## config.mk

```make
export PLATFORM = sky130hd
export DESIGN_NAME = oddr_gearx
export DESIGN_NICKNAME = d
export VERILOG_FILES = /design/src/rtl/oddr_gearx_pkg.sv /design/src/rtl/oddr_gear_slotmux.sv /design/src/rtl/oddr_gearx.sv
export SDC_FILE = /design/constraint.sdc
export NUM_CORES = 1
export LEC_CHECK = 0
export CORE_MARGIN = 2
export CORE_UTILIZATION = 30
export CTS_BUF_LIST = sky130_fd_sc_hd__clkbuf_16
export CTS_CLUSTER_DIAMETER = 120
export CTS_CLUSTER_SIZE = 12
export DETAILED_ROUTE_END_ITERATION = 8
export PLACE_DENSITY_LB_ADDON = 0.2
export SLEW_MARGIN = 10
export SYNTH_ARGS = -nofsm -noshare
export SYNTH_HDL_FRONTEND = slang
export SYNTH_SLANG_ARGS = --single-unit
```

## constraint.sdc

```tcl
create_clock -name SCLK -period 1.89 [get_ports SCLK]
set_input_delay 0.189 -clock SCLK [delete_from_list [all_inputs] [get_ports SCLK]]
set_output_delay 0.189 -clock SCLK [all_outputs]
set_load 0.01 [all_outputs]
```

## src/rtl/oddr_gearx_pkg.sv

```systemverilog
// Shared definitions for the ODDR gearbox serializer: FSM states, legal
// gearing ratios and small elaboration-time helpers.
package oddr_gearx_pkg;

   // Serializer sequencing states.
   typedef enum logic [1:0] {
      StIdle,
      StPre,
      StShift
   } gear_state_e;

   // Bit g set means a gearing ratio of g slots per word is supported (2, 4, 8).
   localparam int unsigned GearLegalMask = 32'h0000_0114;

   // Preamble length bounds; the preamble counter is sized for PreLenMax.
   localparam int unsigned PreLenMin = 1;
   localparam int unsigned PreLenMax = 15;
   localparam int unsigned PreCntW   = 4;

   // True when the requested gearing ratio is supported.
   function automatic bit gear_is_legal(input int unsigned gear);
      return ((GearLegalMask >> gear) & 32'd1) != 32'd0;
   endfunction

   // True when the preamble length fits the counter.
   function automatic bit pre_len_is_legal(input int unsigned pre_len);
      return (pre_len >= PreLenMin) && (pre_len <= PreLenMax);
   endfunction

   // Width of the slot index; never below one bit so the counter always exists.
   function automatic int unsigned slot_width(input int unsigned gear);
      return (gear <= 2) ? 1 : $clog2(gear);
   endfunction

endpackage

```

## src/rtl/oddr_gear_slotmux.sv

```systemverilog
// Slot selector: picks the LANES bits of one slot out of a parallel word.
// Slot s of lane l lives at word bit s*LANES+l.
module oddr_gear_slotmux
   import oddr_gearx_pkg::*;
#(
   parameter int unsigned LANES = 1,
   parameter int unsigned GEAR  = 4,
   parameter int unsigned SlotW = slot_width(GEAR)
) (
   input  logic [LANES*GEAR-1:0] word_i,
   input  logic [SlotW-1:0]      slot_i,
   output logic [LANES-1:0]      lanes_o
);

   // Decode the slot index into a lane-wide slice of the word.
   always_comb begin
      lanes_o = '0;
      for (int s = 0; s < int'(GEAR); s++) begin
         if (slot_i == SlotW'(s)) begin
            lanes_o = word_i[s*LANES +: LANES];
         end
      end
   end

endmodule

```

## src/rtl/oddr_gearx.sv

```systemverilog
// Parallel-to-serial output gearbox. A two-deep word buffer (holding register
// feeding a shift register) lets consecutive words stream out with no gap.
// An optional all-zero preamble precedes each burst.
module oddr_gearx
   import oddr_gearx_pkg::*;
#(
   parameter int unsigned LANES    = 1,
   parameter int unsigned GEAR     = 4,
   parameter string       MEMMODE  = "DISABLED",
   parameter int unsigned PRE_LEN  = 2,
   parameter logic        IDLE_VAL = 1'b0
) (
   input  logic                  SCLK,
   input  logic                  RST_N,
   input  logic [LANES*GEAR-1:0] DA,
   input  logic                  DVALID,
   output logic                  DREADY,
   output logic [LANES-1:0]      Q,
   output logic                  QOE,
   output logic                  BURST_END
);

   localparam int unsigned W     = LANES * GEAR;
   localparam int unsigned SlotW = slot_width(GEAR);
   localparam bit          PreEn = (MEMMODE == "ENABLED");

   // Reject unsupported configurations while elaborating.
   if (!gear_is_legal(GEAR)) begin : g_bad_gear
      $error("oddr_gearx: GEAR must be 2, 4 or 8");
   end
   if (!pre_len_is_legal(PRE_LEN)) begin : g_bad_pre_len
      $error("oddr_gearx: PRE_LEN must be in 1..15");
   end
   if ((MEMMODE != "ENABLED") && (MEMMODE != "DISABLED")) begin : g_bad_memmode
      $error("oddr_gearx: MEMMODE must be \"ENABLED\" or \"DISABLED\"");
   end
   if (LANES < 1) begin : g_bad_lanes
      $error("oddr_gearx: LANES must be at least 1");
   end

   gear_state_e          state_q, state_d;
   logic [W-1:0]         hold_q, hold_d;
   logic                 hold_vld_q, hold_vld_d;
   logic [W-1:0]         shift_q, shift_d;
   logic [SlotW-1:0]     slot_q, slot_d;
   logic [PreCntW-1:0]   pre_cnt_q, pre_cnt_d;
   logic                 rdy_en_q;

   logic                 last_slot;
   logic                 hold_move;
   logic                 accept;
   logic                 burst_end;
   logic [LANES-1:0]     slot_bits;

   assign last_slot = (slot_q == SlotW'(GEAR - 1));

   // The held word moves into the shift register when a burst starts or when
   // the current word is on its final slot.
   assign hold_move = hold_vld_q &&
                      ((state_q == StIdle) || ((state_q == StShift) && last_slot));

   // rdy_en_q keeps DREADY low until the first edge out of reset.
   assign DREADY = rdy_en_q && (!hold_vld_q || hold_move);
   assign accept = DVALID && DREADY;

   oddr_gear_slotmux #(
      .LANES (LANES),
      .GEAR  (GEAR),
      .SlotW (SlotW)
   ) u_slotmux (
      .word_i  (shift_q),
      .slot_i  (slot_q),
      .lanes_o (slot_bits)
   );

   // Holding register: a drain and a refill in the same cycle keeps it full.
   always_comb begin
      hold_d     = hold_q;
      hold_vld_d = hold_vld_q;
      if (hold_move) begin
         hold_vld_d = 1'b0;
      end
      if (accept) begin
         hold_d     = DA;
         hold_vld_d = 1'b1;
      end
   end

   // Sequencer next state: burst start, preamble count and slot stepping.
   always_comb begin
      state_d   = state_q;
      shift_d   = shift_q;
      slot_d    = slot_q;
      pre_cnt_d = pre_cnt_q;
      burst_end = 1'b0;
      unique case (state_q)
         StIdle: begin
            if (hold_vld_q) begin
               shift_d   = hold_q;
               slot_d    = '0;
               pre_cnt_d = '0;
               state_d   = PreEn ? StPre : StShift;
            end
         end
         StPre: begin
            if (pre_cnt_q == PreCntW'(PRE_LEN - 1)) begin
               state_d = StShift;
            end else begin
               pre_cnt_d = pre_cnt_q + 1'b1;
            end
         end
         StShift: begin
            if (last_slot) begin
               slot_d = '0;
               if (hold_vld_q) begin
                  // Chain straight into the next word, no preamble.
                  shift_d = hold_q;
               end else begin
                  burst_end = 1'b1;
                  state_d   = StIdle;
               end
            end else begin
               slot_d = slot_q + 1'b1;
            end
         end
         default: begin
            state_d = StIdle;
         end
      endcase
   end

   // Output drive follows the current state.
   always_comb begin
      Q   = {LANES{IDLE_VAL}};
      QOE = 1'b0;
      unique case (state_q)
         StIdle: begin
            Q   = {LANES{IDLE_VAL}};
            QOE = 1'b0;
         end
         StPre: begin
            Q   = '0;
            QOE = 1'b1;
         end
         StShift: begin
            Q   = slot_bits;
            QOE = 1'b1;
         end
         default: begin
            Q   = {LANES{IDLE_VAL}};
            QOE = 1'b0;
         end
      endcase
   end

   assign BURST_END = burst_end;

   // State registers with synchronous active-low reset; reset drops all data.
   always_ff @(posedge SCLK) begin
      if (!RST_N) begin
         state_q    <= StIdle;
         hold_q     <= '0;
         hold_vld_q <= 1'b0;
         shift_q    <= '0;
         slot_q     <= '0;
         pre_cnt_q  <= '0;
         rdy_en_q   <= 1'b0;
      end else begin
         state_q    <= state_d;
         hold_q     <= hold_d;
         hold_vld_q <= hold_vld_d;
         shift_q    <= shift_d;
         slot_q     <= slot_d;
         pre_cnt_q  <= pre_cnt_d;
         rdy_en_q   <= 1'b1;
      end
   end

endmodule

```

==> results.toml, run 1 <==
[timing]
min_period_ps = 1740
worst_pin_slew_ps = 326
tns_ps = 0
rsz0062_at_grt = "no"
slew_headroom_pct = 78.2
setup_viol = 0
whs_ps = 456
fmax_ghz = 0.573
fin_worst_skew_ps = 0.913
drv_slew = 0
finalHoldViolCount = 0
fin_crit_sh_pct = 92.3

[yosys]
ys.warnings.count = 0
yosys.area.top_type = "dfxtp_1"
postSynthAreaPerCell_um2 = 8.74
ys_ff_latch = 13
synthesis.area_um2 = 594
synth_commonest_cells = "13 x dfxtp_1, 11 x nand2_1, 10 x a21oi_1"
synth_seq_area_share_pct = 43.8
yosys.area.top_type_share_pct = 43.8
ys.flop_type = "dfxtp_1"
syn_inst = 68
yosysMostFrequentCell = "dfxtp_1"
synthTopCellsByArea = "dfxtp_1 44%, a21oi_1 8.4%, ha_1 8.4%, nand2_1 6.9%, mux2i_1 6.7%"
synth_edf_count = 0
syn-num-nets = 79
yosysUniqueCellTypes = 17
async_flop_share_pct = 0

[clock_network]
clockBufferDepth = 2
cts_buffers = 3
clock_sinks = 13
cts_tree = "yes"
cts_root_buffer = "clkbuf_16"
clkLatencyLatePin_ps = 240
ctsHoldBuffers = 0
ctsHtreeMaxLevel = 1
clk_pin_slew_worst_paths_ps = 40

[place]
place_hpwl_um = 824
gp_congestion = 0.737
io_buffers = 10
dp.cells = 104

[worst_hold_path]
hold_class = "reg -> reg"

[global_route]
use_met1_pct = 13.4
grtUsageMet2_pct = 16.9
first_global_vias = 484
grt_use_met3_pct = 3.09
grt_pass1_wl_um = 2020
grt_overflow = 0
grt_max_degree = 11
top_usage_layer = "met2"
antenna_found_initial = 0
grtUsageTotal_pct = 11.6

[pwr]
internal_power_uw = 596
power_frac_seq_pct = 39.7
power_switching_uw = 150
p_clk_share_pct = 52.4
ir_worst_vdd_v = 0.000405
pwr_density_cell_mw_per_mm2 = 917
switching_share_pct = 20.1
pwr-share-comb_pct = 7.8
p_leak_uw = 0.000318

[worst_setup_path]
reg2reg_depth = 5
r2r-end = "hold_q[3]$_SDFFE_PN0P_"
crit_path_start_kind = "register"
worstPathArrival_ps = 1560
crit_path_max_fanout = 4
r2r_start = "slot_q[1]$_SDFFE_PN0P_"
worstSetupEndpoint = "Q"
reg2reg_slack_ps = 510
critical_path_class = "reg -> out"
cp.required_ps = 1700
crit_start = "slot_q[0]$_SDFFE_PN0P_"
endpoint_kind = "output pin"

[layout]
postLayoutCoreUtil_pct = 42.3
syn_to_final_growth_pct = 36.8
drive_above_1_share_pct = 13.4
fin_nets = 94
layout.cells.non_filler = 109
fillers = 204
antenna_cells = 0

[floorplan]
start_util_pct = 30.9
rows = 16
dieWidth_um = 48.5
die_h_um = 48.5
ioPinCount = 11
die_area_mm2 = 0.00235
core_mm2 = 0.00192

[status]
outcome = "complete, no violations"

[route]
vias = 491
dr.pass1.iters = 4
wl_per_cell_um = 10.3
viasPerCell = 4.50
finalWirelength_um = 1120
drc = 0
drt_iter0_markers = 7
ant_nets = 0

[job]
drv_cap = 0
state kept, by name (all words and copies together), names as in the netlist:
signal	flops
state_q	1
hold_vld_q	1
hold_q	4
rdy_en_q	1
slot_q	2
shift_q	4
cell type report:
cell class                      count  area [µm²]  share of cell area (%)
Timing Repair Buffer               12         113                    13.8
Sequential cell                    13         264                    32.5
Inverter                            5        18.8                    2.31
Multi-Input combinational cell     48         305                    37.5
Clock inverter                      1        3.75                   0.462
Tap cell                           27        33.8                    4.15
Clock buffer                        3        75.1                    9.23
routing by layer:
layer  part of all wire [%]  vias to the layer above
met4                    4.3                        0
met1                     45                      214
met5                      0                        -
li1                       -                      258
met3                    5.7                        5
met2                     44                       14
cells in the final DEF (no fill, tap or decap), drive strengths merged:
master,n
dfxtp,13
nand2,11
a21oi,11
clkdlybuf4s50,8
inv,6
o21ai,5
nand3,4
mux2i,4
ha,4
clkbuf,3
nor3b,2
nor2,2
dlygate4sd2,2
buf,2
nand2b,1
a32o,1
and2b,1
and2,1
and3,1
power by group through the flow:
stage	Combinational [µW]	Sequential (µW)	Clock (µW)
after global placement	57.2	301	0
after global routing	66.1	298	412
after floorplan	35.5	297	0
after CTS	59.3	296	400
final	58.5	296	391
after detailed placement	58.0	301	0
critical path: stages, from the launching register on:
cell           delay, ps
dfxtp_2              340
inv_1                 70
ha_1                 210
a21oi_1              100
o21ai_0               90
a32o_1               210
dlygate4sd2_1        280
timing repair:
| item | CTS | global route |
|---|---|---|
| buffers inserted | 1 | 0 |
| gates resized for setup | 2 | 3 |
| setup endpoints to repair | 2 | 2 |
| gates cloned | 0 | 0 |
worst min path at each step:
stage | start | endpoint | slack [ps] | depth (start not counted)
final | hold_q[0]$_SDFFE_PN0P_ | hold_q[0]$_SDFFE_PN0P_ | 460 | 2
after global routing | hold_q[2]$_SDFFE_PN0P_ | hold_q[2]$_SDFFE_PN0P_ | 480 | 2
after CTS | hold_q[0]$_SDFFE_PN0P_ | hold_q[0]$_SDFFE_PN0P_ | 460 | 2
after detailed placement | hold_q[0]$_SDFFE_PN0P_ | hold_q[0]$_SDFFE_PN0P_ | 450 | 2
after global placement | hold_q[3]$_SDFFE_PN0P_ | hold_q[3]$_SDFFE_PN0P_ | 450 | 2
after floorplan | RST_N | rdy_en_q$_DFF_P_ | 220 | 0
through the flow:
step / setup WS [ps] / power, µW / area [µm²]
2_1_floorplan: 643 / 332 / 594
3_3_place_gp: 140 / 358 / 726
3_5_place_dp: 131 / 359 / 726
4_1_cts: 80.9 / 755 / 810
5_1_grt: 26.5 / 776 / 813
6_report: 146 / 746 / 813
logic make-up after synthesis:
group	synth area share, %
buf+inv	4.84
compound gates	17.1
flops	43.8
fa+ha+maj	8.42
mux	6.74
simple gates	19.2
Power figures use the tool's default switching activity.
==> inputs of run 2 (changes only) <==
--- a/config.mk
+++ b/config.mk
@@ -5,12 +5,11 @@
 export SDC_FILE = /design/constraint.sdc
 export NUM_CORES = 1
 export LEC_CHECK = 0
-export CORE_MARGIN = 2
-export CORE_UTILIZATION = 30
+export CORE_AREA = 2 2 39 41
 export CTS_BUF_LIST = sky130_fd_sc_hd__clkbuf_16
 export CTS_CLUSTER_DIAMETER = 120
-export CTS_CLUSTER_SIZE = 12
 export DETAILED_ROUTE_END_ITERATION = 8
+export DIE_AREA = 0 0 41 43
 export PLACE_DENSITY_LB_ADDON = 0.2
 export SLEW_MARGIN = 10
 export SYNTH_ARGS = -nofsm -noshare
==> results.toml, run 2 (synthesis gave the netlist of run 1 again) <==
[status]
outcome = "complete, no violations"

[global_route]
grt_pass1_wl_um = 2000
grtUsageMet2_pct = 25.6
grtUsageTotal_pct = 17.0
grt_overflow = 0
use_met1_pct = 21.4
first_global_vias = 491
grt_max_degree = 11
top_usage_layer = "met2"
grt_use_met3_pct = 3.14
antenna_found_initial = 0

[clock_network]
clock_sinks = 13
ctsHoldBuffers = 0
cts_buffers = 3
clk_pin_slew_worst_paths_ps = 40
ctsHtreeMaxLevel = 1
cts_tree = "yes"
clockBufferDepth = 2
cts_root_buffer = "clkbuf_16"
clkLatencyLatePin_ps = 240

[pwr]
ir_worst_vdd_v = 0.000616
internal_power_uw = 595
p_total_uw = 740
pwr-share-comb_pct = 8.0
p_clk_share_pct = 52.0
pwr_density_cell_mw_per_mm2 = 929
p_leak_uw = 0.000317
power_switching_uw = 145
power_frac_seq_pct = 40.0
switching_share_pct = 19.6

[layout]
drive_above_1_share_pct = 11.0
final_common_cell = "dfxtp_1"
fin_nets = 94
multi_input_area_um2 = 305
syn_to_final_growth_pct = 34.1
seqCellArea_um2 = 262
layout_common_cells = "12 x dfxtp_1, 11 x nand2_1, 10 x a21oi_1, 8 x clkdlybuf4s50_1, 6 x inv_1"
finalInstanceArea_um2 = 797
fillers = 124
antenna_cells = 0
largestRegisters = "hold_q (4), shift_q (4), slot_q (2)"
postLayoutCoreUtil_pct = 57.6
layout.cells.non_filler = 98

[worst_setup_path]
r2r_start = "slot_q[1]$_SDFFE_PN0P_"
critical_path_class = "reg -> out"
worstPathArrival_ps = 1620
cp.required_ps = 1700
cp_cell_sequence = "inv_1 > and3_2 > clkdlybuf4s50_1"
slowest_stage = "dfxtp_1"
crit_path_start_kind = "register"
worst_path_largest_cell_delay_ps = 540
endpoint_kind = "output pin"
crit_path_max_fanout = 9
crit_start = "hold_vld_q$_SDFFE_PN0P_"

[route]
dr.pass1.iters = 4
drt_iter0_markers = 9
vias = 504
finalWirelength_um = 1120
viasPerCell = 5.14
drc = 0
ant_nets = 0
wl_per_cell_um = 11.4

[timing]
fmax_ghz = 0.551
drv_slew = 0
fin_crit_sh_pct = 96.0
slew_headroom_pct = 75.1
fin_worst_skew_ps = 1.44
tns_ps = 0
finalHoldViolCount = 0
rsz0062_at_grt = "no"
min_period_ps = 1810
setup_viol = 0
worst_pin_slew_ps = 373

[floorplan]
dieWidth_um = 41
die_h_um = 43
rows = 14
die_area_mm2 = 0.00176
ioPinCount = 11
start_util_pct = 42.9
core_mm2 = 0.00138

[worst_hold_path]
holdCritStartpoint = "hold_q[1]$_SDFFE_PN0P_"
hold_class = "reg -> reg"

[place]
place_hpwl_um = 833
post_dp_cell_area_um2 = 712
io_buffers = 10
dp.cells = 93
gp_congestion = 0.736

[job]
drv_cap = 0
-- run 2: cell count changes in the layout (fill, tap and decap cells not counted) --
cell / before / now
dfxtp_1: 10 / 12
dfxtp_2: 3 / 1
-- run 2: layout make-up --
class	count	share of cell area [%]
Clock inverter	1	0.471
Sequential cell	13	32.8
Timing Repair Buffer	12	14.1
Clock buffer	3	9.42
Multi-Input combinational cell	48	38.3
Inverter	5	2.35
Tap cell	16	2.51
-- run 2: worst paths after layout --
check | endpoint | slack, ps | cells past startpoint
hold reg to reg | hold_q[1]$_SDFFE_PN0P_ | 460 | 2
hold / removal | hold_q[1]$_SDFFE_PN0P_ | 460 | 2
setup / recovery | BURST_END | 80 | 3
setup reg to reg | hold_q[3]$_SDFFE_PN0P_ | 470 | 5
-- run 2: critical path, delay by kind of cell (launching register included) --
kind | cells | cell delay (ps)
buffers and inverters | 2 | 650
flip-flops | 1 | 540
AND/OR/NAND/NOR | 1 | 200
-- run 2: repair_timing --
| item | CTS | global route |
|---|---|---|
| resized for setup | 2 | 1 |
| setup endpoints to repair | 2 | 1 |
| setup buffers | 1 | 0 |
-- run 2: through the flow --
stage	hold slack, ps	setup WS (ps)
floorplan	217	643
global placement	447	155
detailed placement	454	133
CTS	461	82.2
global route	490	6.36
finish	462	76.3
-- run 2: power groups by stage --
| stage | logic (µW) | registers, µW | clock network, µW |
|---|---|---|---|
| after floorplan | 35.5 | 297 | 0 |
| after global placement | 57.6 | 300 | 0 |
| after detailed placement | 58.5 | 301 | 0 |
| after CTS | 59.7 | 296 | 388 |
| after global routing | 67.0 | 298 | 404 |
| final | 59.0 | 296 | 385 |
-- run 2: routing by layer --
metal | routed length, µm | vias up
met2 | 554 | 10
met1 | 523 | 234
met4 | 8 | 0
met3 | 31 | 2
met5 | 0 | -
li1 | - | 258
==> inputs of run 3 (changes only) <==
--- a/config.mk
+++ b/config.mk
@@ -10,7 +10,7 @@
 export CTS_CLUSTER_DIAMETER = 120
 export DETAILED_ROUTE_END_ITERATION = 8
 export DIE_AREA = 0 0 41 43
-export PLACE_DENSITY_LB_ADDON = 0.2
+export PLACE_DENSITY = 0.71
 export SLEW_MARGIN = 10
 export SYNTH_ARGS = -nofsm -noshare
 export SYNTH_HDL_FRONTEND = slang
==> results.toml, run 3 (synthesis gave the netlist of run 1 again) <==
[status]
outcome = "complete, no violations"

[place]
place_hpwl_um = 762
dp_slack_ps = 142
post_dp_cell_area_um2 = 712
gp_congestion = 0.684
io_buffers = 10

[worst_setup_path]
critical_path_class = "reg -> out"
endpoint_kind = "output pin"
reg2reg_depth = 5
crit_path_max_fanout = 9
worstPathArrival_ps = 1580
crit_start = "hold_vld_q$_SDFFE_PN0P_"
cp.required_ps = 1700
r2r_start = "slot_q[1]$_SDFFE_PN0P_"
crit_path_start_kind = "register"

[pwr]
pwr_density_cell_mw_per_mm2 = 922
p_clk_share_pct = 51.8
ir_worst_vdd_v = 0.000519
pwr-share-comb_pct = 7.9
switching_share_pct = 19.0
power_frac_seq_pct = 40.3
power_switching_uw = 140
internal_power_uw = 595
p_leak_uw = 0.000317

[layout]
syn_to_final_growth_pct = 34.1
layout_common_cells = "12 x dfxtp_1, 11 x nand2_1, 10 x a21oi_1, 8 x clkdlybuf4s50_1, 6 x inv_1"
largestRegisters = "hold_q (4), shift_q (4), slot_q (2)"
final_common_cell = "dfxtp_1"
postLayoutCoreUtil_pct = 57.6
finalInstanceArea_um2 = 797
drive_above_1_share_pct = 11.0
fillers = 122
fin_nets = 94
antenna_cells = 0

[timing]
drv_slew = 0
finalHoldViolCount = 0
slew_headroom_pct = 76.5
tns_ps = 0
fin_ws_ps = 116
fin_worst_skew_ps = 2.12
fmax_ghz = 0.564
rsz0062_at_grt = "no"
fin_crit_sh_pct = 93.8
setup_viol = 0
worst_pin_slew_ps = 353
min_period_ps = 1770

[floorplan]
die_h_um = 43
ioPinCount = 11
core_mm2 = 0.00138
start_util_pct = 42.9
die_area_mm2 = 0.00176
dieWidth_um = 41
rows = 14

[global_route]
grt_overflow = 0
first_global_vias = 468
grtUsageTotal_pct = 15.1
grt_pass1_wl_um = 1840
antenna_found_initial = 0
grt_max_degree = 11

[job]
drv_cap = 0

[route]
dr.pass1.iters = 4
drt_iter0_markers = 8
vias = 499
viasPerCell = 5.09
wl_per_cell_um = 10.7
finalWirelength_um = 1040
drc = 0
ant_nets = 0

[clock_network]
ctsHoldBuffers = 0
cts_buffers = 3
ctsHtreeMaxLevel = 1
clock_sinks = 13
clockBufferDepth = 2
cts_tree = "yes"
cts_root_buffer = "clkbuf_16"
clkLatencyLatePin_ps = 240
clk_pin_slew_worst_paths_ps = 40

[worst_hold_path]
holdCritStartpoint = "hold_q[1]$_SDFFE_PN0P_"
hold_class = "reg -> reg"
min_delay_path_depth = 2
[run 3: cell type report]
cell class                 count  area (µm²)  area share, %
clock buffer                   3        75.1           9.42
clock inverter                 1        3.75          0.471
inverter                       5        18.8           2.35
multi-input combinational     48         305           38.3
sequential                    13         262           32.8
tap                           16        20.0           2.51
timing repair buffer          12         113           14.1
[run 3: power by group through the flow]
| stage | Combinational (µW) | Clock [µW] | Sequential, µW |
|---|---|---|---|
| finish | 57.8 | 381 | 296 |
| global route | 64.7 | 405 | 298 |
| CTS | 57.8 | 390 | 296 |
| detailed placement | 56.3 | 0 | 300 |
| global placement | 56.3 | 0 | 300 |
| floorplan | 35.5 | 0 | 297 |
[run 3: worst paths after layout]
path,slack [ps],to
max,120,BURST_END
min,460,hold_q[1]$_SDFFE_PN0P_
max reg2reg,470,hold_q[3]$_SDFFE_PN0P_
min reg2reg,460,hold_q[1]$_SDFFE_PN0P_
[run 3: metal layers]
layer / vias up / track usage, % / wire length [µm]
li1: 258 / - / -
met1: 226 / 18.5 / 458
met2: 13 / 24.4 / 533
met3: 2 / 3.14 / 47
met4: 0 / 6.00 / 5
met5: - / 0 / 0
[run 3: stage by stage]
step	power (µW)	hold slack, ps	cells
5_1_grt	768	483	98
3_3_place_gp	356	447	93
6_report	735	456	98
3_5_place_dp	357	454	93
2_1_floorplan	332	217	68
4_1_cts	743	460	98
[run 3: repair_timing]
action                                  CTS  global route
endpoints found under the setup margin    2             1
resized for setup                         2             1
setup buffers                             1             0
[run 3: worst max-delay path: stages (launching register included)]
cell             delay (ps)
dfxtp_1                 520
inv_1                   150
and3_2                  200
clkdlybuf4s50_1         470
